### config.mk
export PLATFORM = sky130hd
export DESIGN_NAME = conv_kernel_win
export DESIGN_NICKNAME = d
export VERILOG_FILES = /design/src/rtl/conv_pkg.sv /design/src/rtl/conv_kernel_win_shift.sv /design/src/rtl/conv_kernel_win.sv
export SDC_FILE = /design/constraint.sdc
export NUM_CORES = 1
export LEC_CHECK = 0
export BUFFER_PORTS_ARGS = -buffer_cell sky130_fd_sc_hd__buf_2
export CORE_MARGIN = 10
export CORE_UTILIZATION = 60
export CTS_BUF_LIST = sky130_fd_sc_hd__clkbuf_8
export DETAILED_ROUTE_END_ITERATION = 8
export PLACE_DENSITY_LB_ADDON = 0.12
export SETUP_SLACK_MARGIN = 0.3
export SYNTH_ARGS = -nofsm -noshare
export SYNTH_HDL_FRONTEND = slang
export SYNTH_SLANG_ARGS = --single-unit
### constraint.sdc
create_clock -name clk -period 3.35 [get_ports clk]
set_input_delay 0.5025 -clock clk [delete_from_list [all_inputs] [get_ports clk]]
set_output_delay 0.5025 -clock clk [all_outputs]
set_load 0.01 [all_outputs]
### src/rtl/conv_pkg.sv
// Shared types and sizing helpers for the conv pipeline window blocks.
package conv_pkg;

  typedef enum logic [0:0] {
    PAD_ZERO = 1'b0,
    PAD_REPL = 1'b1
  } pad_mode_e;

  typedef enum logic [1:0] {
    IDLE  = 2'd0,
    FILL  = 2'd1,
    RUN   = 2'd2,
    FLUSH = 2'd3
  } kwin_state_e;

  function automatic int kwin_r(input int k);
    return (k - 1) / 2;
  endfunction

  function automatic int kwin_w(input int k, input int pixel_w);
    return k * k * pixel_w;
  endfunction

endpackage

### src/rtl/conv_kernel_win_shift.sv
// KxK column shift register; next-state window is exported so the caller can register it on the same edge.
// No internal flow control: the caller gates i_shift_en / i_load_sol with its own handshake.
module conv_kernel_win_shift #(
  parameter int K       = 3,
  parameter int PIXEL_W = 8
) (
  input  logic                   clk,
  input  logic                   arst_n,
  input  logic                   i_shift_en,
  input  logic                   i_load_sol,
  input  logic [K*PIXEL_W-1:0]   i_col,
  input  logic [K*PIXEL_W-1:0]   i_pad,
  output logic [K*PIXEL_W-1:0]   o_newest,
  output logic [K*K*PIXEL_W-1:0] o_win_nxt
);

  localparam int CW = K * PIXEL_W;

  logic [K*CW-1:0] r_win;
  logic [K*CW-1:0] w_win_nxt;

  // Column 0 sits in the LSBs and is the oldest; a shift drops it and appends i_col on top.
  always_comb begin
    w_win_nxt = r_win;
    if (i_load_sol) begin
      for (int i = 0; i < K - 1; i++) begin
        w_win_nxt[i*CW +: CW] = i_pad;
      end
      w_win_nxt[(K-1)*CW +: CW] = i_col;
    end else if (i_shift_en) begin
      w_win_nxt = {i_col, r_win[K*CW-1:CW]};
    end
  end

  always_ff @(posedge clk or negedge arst_n) begin
    if (!arst_n) begin
      r_win <= '0;
    end else begin
      r_win <= w_win_nxt;
    end
  end

  assign o_newest  = r_win[(K-1)*CW +: CW];
  assign o_win_nxt = w_win_nxt;

endmodule

### src/rtl/conv_kernel_win.sv
// KxK window assembler: one column in, one window per centre column out, one cycle after the column lands.
// Valid/ready on both sides; input stalls while the output slot is full or the line tail is being flushed.
module conv_kernel_win
  import conv_pkg::*;
#(
  parameter int K        = 3,
  parameter int PIXEL_W  = 8,
  parameter int POS_W    = 12,
  parameter int PAD_MODE = 0
) (
  input  logic                   clk,
  input  logic                   arst_n,
  input  logic                   col_vld_i,
  output logic                   col_rdy_o,
  input  logic                   col_sol_i,
  input  logic                   col_eol_i,
  input  logic [K*PIXEL_W-1:0]   col_dat_i,
  output logic                   kernel_vld_o,
  input  logic                   kernel_rdy_i,
  output logic [K*K*PIXEL_W-1:0] kernel_dat_o,
  output logic [POS_W-1:0]       kernel_col_o,
  output logic                   kernel_eol_o,
  output logic                   drop_o
);

  localparam int R  = kwin_r(K);
  localparam int CW = K * PIXEL_W;
  localparam int WW = kwin_w(K, PIXEL_W);
  localparam logic [POS_W-1:0] C_EMIT = POS_W'(R + 1);
  localparam logic [POS_W-1:0] C_ONE  = POS_W'(1);
  localparam logic [POS_W-1:0] C_MAX  = {POS_W{1'b1}};
  localparam bit               REPL   = (PAD_MODE == int'(PAD_REPL));

  function automatic logic [POS_W-1:0] sat_inc(input logic [POS_W-1:0] x);
    return (x == C_MAX) ? x : x + C_ONE;
  endfunction

  kwin_state_e      r_state, w_state_nxt;
  logic [POS_W-1:0] r_acc, r_v, r_out;
  logic [POS_W-1:0] w_acc_nxt, w_v_nxt, w_out_nxt;
  logic             r_kvld, r_keol, r_drop;
  logic [WW-1:0]    r_kdat;
  logic [POS_W-1:0] r_kcol;

  logic             w_slot_free, w_accept;
  logic             w_shift, w_load_sol, w_emit, w_eol, w_drop;
  logic [CW-1:0]    w_new_col, w_pad_col, w_newest;
  logic [WW-1:0]    w_win_nxt;

  assign w_slot_free = ~r_kvld | kernel_rdy_i;
  assign col_rdy_o   = w_slot_free & (r_state != FLUSH);
  assign w_accept    = col_vld_i & col_rdy_o;

  // v counts real plus pad shifts; the centre column lags the newest shift by R.
  always_comb begin
    w_state_nxt = r_state;
    w_acc_nxt   = r_acc;
    w_v_nxt     = r_v;
    w_out_nxt   = r_out;
    w_shift     = 1'b0;
    w_load_sol  = 1'b0;
    w_emit      = 1'b0;
    w_eol       = 1'b0;
    w_drop      = 1'b0;
    w_new_col   = col_dat_i;
    w_pad_col   = '0;

    case (r_state)
      FLUSH: begin
        if (w_slot_free) begin
          w_shift   = 1'b1;
          w_new_col = REPL ? w_newest : '0;
          w_v_nxt   = sat_inc(r_v);
          w_emit    = (w_v_nxt >= C_EMIT);
        end
      end
      default: begin
        if (w_accept) begin
          if (col_sol_i) begin
            w_load_sol  = 1'b1;
            w_pad_col   = REPL ? col_dat_i : '0;
            w_acc_nxt   = C_ONE;
            w_v_nxt     = C_ONE;
            w_out_nxt   = '0;
            w_drop      = (r_state != IDLE);
            w_state_nxt = col_eol_i ? FLUSH : FILL;
          end else if (r_state == IDLE) begin
            w_drop = 1'b1;
          end else begin
            w_shift   = 1'b1;
            w_acc_nxt = sat_inc(r_acc);
            w_v_nxt   = sat_inc(r_v);
            w_emit    = (w_v_nxt >= C_EMIT);
            if (w_emit) w_state_nxt = RUN;
            if (col_eol_i) w_state_nxt = FLUSH;
          end
        end
      end
    endcase

    if (w_emit) begin
      w_out_nxt = sat_inc(r_out);
      if ((r_state == FLUSH) && (w_out_nxt == r_acc)) begin
        w_eol       = 1'b1;
        w_state_nxt = IDLE;
      end
    end
  end

  conv_kernel_win_shift #(
    .K       (K),
    .PIXEL_W (PIXEL_W)
  ) u_shift (
    .clk        (clk),
    .arst_n     (arst_n),
    .i_shift_en (w_shift),
    .i_load_sol (w_load_sol),
    .i_col      (w_new_col),
    .i_pad      (w_pad_col),
    .o_newest   (w_newest),
    .o_win_nxt  (w_win_nxt)
  );

  always_ff @(posedge clk or negedge arst_n) begin
    if (!arst_n) begin
      r_state <= IDLE;
      r_acc   <= '0;
      r_v     <= '0;
      r_out   <= '0;
    end else begin
      r_state <= w_state_nxt;
      r_acc   <= w_acc_nxt;
      r_v     <= w_v_nxt;
      r_out   <= w_out_nxt;
    end
  end

  // An emit only happens with the slot free, so a held window is never overwritten.
  always_ff @(posedge clk or negedge arst_n) begin
    if (!arst_n) begin
      r_kvld <= 1'b0;
      r_kdat <= '0;
      r_kcol <= '0;
      r_keol <= 1'b0;
      r_drop <= 1'b0;
    end else begin
      r_drop <= w_drop;
      if (w_emit) begin
        r_kvld <= 1'b1;
        r_kdat <= w_win_nxt;
        r_kcol <= w_v_nxt - C_EMIT;
        r_keol <= w_eol;
      end else if (kernel_rdy_i) begin
        r_kvld <= 1'b0;
      end
    end
  end

  assign kernel_vld_o = r_kvld;
  assign kernel_dat_o = r_kdat;
  assign kernel_col_o = r_kcol;
  assign kernel_eol_o = r_keol;
  assign drop_o       = r_drop;

endmodule

# Word-level counts from Yosys, hierarchy flattened
# Index checks and enable logic that the tools add are counted.
dict set report classes {
  n_reduce_logical 8
  n_mux 47
  n_addsub 4
  magnitude_cmp 1
  bitwise 5
  eq_ne 9
}
# op n
set op_table {}
lappend op_table {{$mux 12} 14}
lappend op_table {{$mux 72} 2}
lappend op_table {{$mux 24} 2}
lappend op_table {{$add 12x1->12 const B} 3}
lappend op_table {{$eq 12x12->1 const B} 3}
lappend op_table {{$mux 1} 20}
lappend op_table {{$mux 2} 9}
lappend op_table {{$eq 12x12->1} 1}
lappend op_table {{$ge 12x2->1 const B} 1}
lappend op_table {{$sub 12x2->12 const B} 1}
lappend op_table {{$ne 2x2->1 const B} 4}
lappend op_table {{$reduce_bool 2->1} 4}
lappend op_table {{$reduce_and 4->1} 1}
lappend op_table {{$reduce_and 3->1} 1}
lappend op_table {{$and 1x1->1} 2}
lappend op_table {{$eq 2x2->1 const B} 1}
lappend op_table {{$logic_not 2->1} 1}
lappend op_table {{$not 1->1} 2}
lappend op_table {{$logic_and 1x1->1} 1}
lappend op_table {{$or 1x1->1} 1}
dict set report totals {
  word_cells 84
  reg_bits 197
  out_inout_bits 88
}

# Depth between registers and ports, before layout
dict set report logic_depth {
  word_depth 11
  mapped_depth 12
  depth_no_buf 12
}

# Modules after synthesis
# Synthesis repeated with hierarchy kept, for this count alone.
dict set report hier_totals {
  cells_unflattened 1013
  hier_area_um2 10093.4
}
# mod cells_per_inst area_each_um2 n_inst
set modules_own_cells {}
lappend modules_own_cells {conv_kernel_win 784 6676.4 1}
lappend modules_own_cells {conv_kernel_win_shift 229 3417.0 1}

# Least setup slack after synthesis
# No wires, ideal clock.
dict set report synth_timing {
  path_type {input port to flip-flop}
  start {input col_vld_i}
  end {register r_kcol[11], in the netlist kernel_col_o[11]}
  t_arrival_ns 2.491
  path_stages 12
  slack_ns 0.782
  setup_time_ns 0.076
  path_buffers 1
  path_cell_list {buf_6 > nor2b_4 > maj3_4 > and2_0 > a32o_2 > inv_1 > ha_1 > inv_1 > nor3_2 > nand4_1 > xor2_1 > o21ai_1}
}
dict set report synth_between {
  elab_chain_cells 4
  word_cells_on_any_way 6
  classes_between {1 x add/sub; 4 x mux; 1 x bitwise}
}
# item line_no
set synth_rtl {}
lappend synth_rtl {{from (decl)} conv_kernel_win.sv:13} ;# input logic col_vld_i,
lappend synth_rtl {{$and 1x1->1} conv_kernel_win.sv:52} ;# assign w_accept = col_vld_i & col_rdy_o;
lappend synth_rtl {{$mux 12} conv_kernel_win.sv:78} ;# if (w_accept) begin
lappend synth_rtl {{$mux 12} conv_kernel_win.sv:68} ;# case (r_state)
lappend synth_rtl {{named net w_v_nxt[1]} conv_kernel_win.sv:40} ;# logic [POS_W-1:0] w_acc_nxt, w_v_nxt, w_out_nxt;
lappend synth_rtl {{$sub 12x2->12} conv_kernel_win.sv:151} ;# r_kcol <= w_v_nxt - C_EMIT;
lappend synth_rtl {{to (signal assigned)} conv_kernel_win.sv:151}
lappend synth_rtl {{to (decl)} conv_kernel_win.sv:43} ;# logic [POS_W-1:0] r_kcol;
# The timed path passes the listed nets, and every way through them passes these cells.
# A chain may end at the register's enable or synchronous reset.

# Worst setup path in the final report
dict set report layout_timing {
  start {register r_v[0]}
  end {register r_kcol[11], in the netlist kernel_col_o[11]}
}
dict set report layout_between {
  elab_chain_cells 7
  word_cells_on_any_way 15
  classes_between {2 x add/sub; 1 x order compare; 1 x eq/ne; 11 x mux}
}
# item line_no
set layout_rtl {}
lappend layout_rtl {{from (decl)} conv_kernel_win.sv:39} ;# logic [POS_W-1:0] r_acc, r_v, r_out;
lappend layout_rtl {{from (signal assigned)} conv_kernel_win.sv:133} ;# r_v <= w_v_nxt;
lappend layout_rtl {{$add 12x1->12 / $eq 12x12->1 (equally long branches)} conv_kernel_win.sv:35} ;# return (x == C_MAX) ? x : x + C_ONE;
lappend layout_rtl {{$mux 12 (*)} conv_kernel_win.sv:35}
lappend layout_rtl {{$mux 12} conv_kernel_win.sv:87} ;# end else if (r_state == IDLE) begin
lappend layout_rtl {{$mux 12} conv_kernel_win.sv:79} ;# if (col_sol_i) begin
lappend layout_rtl {{$mux 12} conv_kernel_win.sv:78}
lappend layout_rtl {{$mux 12 (*)} conv_kernel_win.sv:68}
lappend layout_rtl {{named net w_v_nxt[1]} conv_kernel_win.sv:40}
lappend layout_rtl {{$sub 12x2->12 (*)} conv_kernel_win.sv:151}
# Mark *: on every way through the listed nets, which the timed path passes. The rest lies on a longest branch.

==> run_results.csv <==
group,metric,value,unit
synthesis,yosysTopAreaCell,"dfrtp_1",
layout,nFillCells,1247,
synthesis,yosys.cell_types.count,72,
worst_setup_path,critPathRequiredTime,3740,ps
synthesis,synth-compound-area-share,11.7,%
worst_setup_path,cp.buffers_inverters,3,
worst_setup_path,rrSetupSlack,570,ps
worst_setup_path,crit_path_start_kind,"register",
timing,final.setup.tns,0,ps
timing,finClkSkew,22.1,ps
die,initial_utilization,61.7,%
clock_network,hold_buffers,0,
clock_network,clock-root-buffer,"clkbuf_8",
detailed_routing,firstDrtPassIters,6,
timing,max_freq,360,MHz
timing,grt_setup_unrepaired,"false",
worst_setup_path,critPathKind,"register to register",
synthesis,synth_top_family_by_area,"simple AND/OR/NAND/NOR gates",
synthesis,ys_ff_latch,197,
clock_network,post_cts.repair.setup_buffers,0,
worst_setup_path,cp_top_family,"simple AND/OR/NAND/NOR gates",
timing,setup_viol,0,
clock_network,clkTransAtPathRegs,120,ps
detailed_routing,routed_via_density,5.72,
layout,diodes,0,
run,maxCapViolations,0,
die,die_h,145,microns
layout,final_net_count,1138,
global_route,antenna_found_initial,0,
die,dieArea,21100,sq um
global_route,grt.overflow.total,0,
timing,period_minus_slack,2780,ps
synthesis,seq_area_frac_synth,52.4,%
die,pin_count,118,
clock_network,clk_latency,470,ps
synthesis,syn_area,9410,sq um
die,core_area,15300,sq um
clock_network,htree_levels,4,
layout,area_delta_synth_final,12.4,%
detailed_routing,wirelength,22400,microns
power,intPower,5.94,mW
synthesis,synth_top_cells_by_area,"dfrtp_1, nand2_1, mux2i_1",
worst_setup_path,worst_path_max_delay_cell,"dfrtp_1",
clock_network,clkSinkCount,197,
worst_setup_path,cp_cell_sequence,"ha_1 -> nand2_1 -> nor4_1 -> buf_4 -> a21o_1 -> a32o_2 -> inv_1 -> ha_1 -> inv_1 -> nor3_2 -> nand4_1 -> xor2_1 -> o21ai_1",
power,p_leak,5.36,nW
clock_network,cts_tree,"yes",
synthesis,synth-edff-count,0,
worst_setup_path,critPathArrivalTime,3170,ps
synthesis,synth-xor-area-share,2.33,%
worst_setup_path,cpPeakStageDelay,440,ps
synthesis,synth_nets,1048,
synthesis,avgSynthCellArea,9.30,sq um
synthesis,synth.area.mux_share,5.66,%
min_path,hold_class,"input pin to asynchronous set/reset pin",
timing,finalCritPeriodShare,82.9,%
power,pwr-share-clk,14.5,%
synthesis,synth_ff_type,"dfrtp_1",
clock_network,clk_path_buf_depth,2,
global_route,grt_use_total,21.1,%
worst_setup_path,crit_path_end_kind,"register",
synthesis,yosys_warnings,0,
synthesis,synthSimpleGateAreaFrac,22.5,%
die,rows,45,
layout,final_core_util,69.3,%
global_route,grt_pass1_wl,37500,microns
detailed_routing,ant_nets,0,
clock_network,numCtsBuffers,17,
worst_setup_path,crit_path_max_fanout,8,
placement,portBuffers,117,
synthesis,synthCells,1012,
power,p_switching,4.70,mW
detailed_routing,avgRoutedWirePerCell,16.9,microns
placement,gp_congestion,0.934,
placement,dpl.hpwl,15400,microns
timing,slew_headroom,52.6,%
power,pwr-share-comb,46.9,%
global_route,grt_pass1_vias,7296,
layout,drive_gt1_share,18.1,%
power,switching_share,44.2,%
synthesis,yosysTopAreaCellShare,52.4,%
detailed_routing,num_vias,7578,
power,p_seq_share,38.6,%
detailed_routing,drc,0,
detailed_routing,drtIter0Drc,594,
synthesis,synthAdderAreaFrac,0.944,%
power,p_per_area,1010,nW/um^2
timing,hold_violations,0,
die,dieWidth,145,microns
status,outcome,"finished, final reports clean",
synthesis,synthArstFlopShare,100,%
power,ir_drop,0.000482,V
timing,slew_viol_final,0,
global_route,grt_max_degree,86,
timing,tightest_slew,710,ps
## cell type report
class / instances / area, sq um / area share (%)
sequential: 197 / 4930 / 46.6
multi-input combinational: 729 / 4080 / 38.6
timing repair buffer: 140 / 842 / 7.96
tap: 211 / 264 / 2.50
clock buffer: 17 / 234 / 2.21
clock inverter: 14 / 163 / 1.54
inverter: 17 / 63.8 / 0.603
## flip-flops by register name, indices dropped and copies added, names as in the netlist
signal         flops
kernel_col_o      12
kernel_vld_o       1
r_v               12
drop_o             1
r_out             12
kernel_dat_o      72
kernel_eol_o       1
r_state            2
u_shift.r_win     72
r_acc             12
## metal layers
| layer | vias to the layer above | global-route usage (%) | wire length (microns) |
|---|---|---|---|
| li1 | 3644 | - | - |
| met1 | 3676 | 29.3 | 10500 |
| met2 | 227 | 32.2 | 10300 |
| met3 | 31 | 4.63 | 1240 |
| met4 | 0 | 6.72 | 452 |
| met5 | - | 0 | 0 |
## cells in the mapped netlist, types with 5 or more instances
cell        n
mux2i_1    51
a21o_1      5
dfrtp_1   197
o21ai_0    29
nor2_1    108
o22ai_1     6
o31ai_1     6
ha_1        6
o21ai_1    15
a31oi_1    39
buf_4       8
nor3_1     18
clkbuf_1   18
nand4_1    15
a21oi_1    30
and3_1      8
xor2_1     10
nand2_1   243
inv_1      16
buf_2      39
nand3_1    43
xnor2_1    15
## power groups by stage
stage	Clock (mW)	Combinational (mW)	Sequential, mW
3_5_place_dp	0	5.04	4.13
4_1_cts	1.56	5.05	4.10
5_1_grt	1.66	5.64	4.24
2_1_floorplan	0	3.49	4.10
6_report	1.54	4.99	4.11
3_3_place_gp	0	4.93	4.12
## stage by stage
stage	std cells	setup WS (ps)	hold slack, ps	instance area, sq um	total power, mW
3_5_place_dp	1294	374	457	10200	9.17
2_1_floorplan	1012	782	207	9410	7.58
6_report	1325	574	45.9	10600	10.6
4_1_cts	1325	624	77.5	10600	10.7
5_1_grt	1325	347	82.1	10600	11.5
3_3_place_gp	1294	458	453	10200	9.05
## logic make-up (layout without fill, tap and decap cells)
family | Yosys count | after routing
and+or+nand+nor | 477 | 477
DFF | 197 | 197
AOI/OAI and AO/OA | 167 | 167
buffers and inverters | 86 | 188
muxes | 53 | 53
xor gates and xnor gates | 25 | 25
adders and majority gates | 7 | 7
## worst paths after layout
kind | startpoint | end | depth (start not counted)
max | r_v[0]$_DFF_PN0_ | kernel_col_o[11]$_DFFE_PN0P_ | 13
min in group clk | col_dat_i[17] | u_shift.r_win[65]$_DFF_PN0_ | 3
max reg2reg | r_v[0]$_DFF_PN0_ | kernel_col_o[11]$_DFFE_PN0P_ | 13
min reg2reg | kernel_dat_o[29]$_DFFE_PN0P_ | kernel_dat_o[29]$_DFFE_PN0P_ | 2
min | arst_n | r_v[7]$_DFF_PN0_ | 1
max in group asynchronous | arst_n | kernel_dat_o[66]$_DFFE_PN0P_ | 2
## timing repair
action / in CTS / in global routing
setup endpoints to repair: 0 / 1
resized for setup: 0 / 1
endpoints found under the hold margin: 0 / 0
## layout by cell type, fill, tap and decap left out, types with 29 or more instances in the layout
cell       n
nand3_1   43
a31oi_1   39
mux2i_1   51
dfrtp_1  196
nand2_1  243
a21oi_1   30
nor2_1   107
o21ai_0   29
buf_2    116
Power figures use the tool's default switching activity.
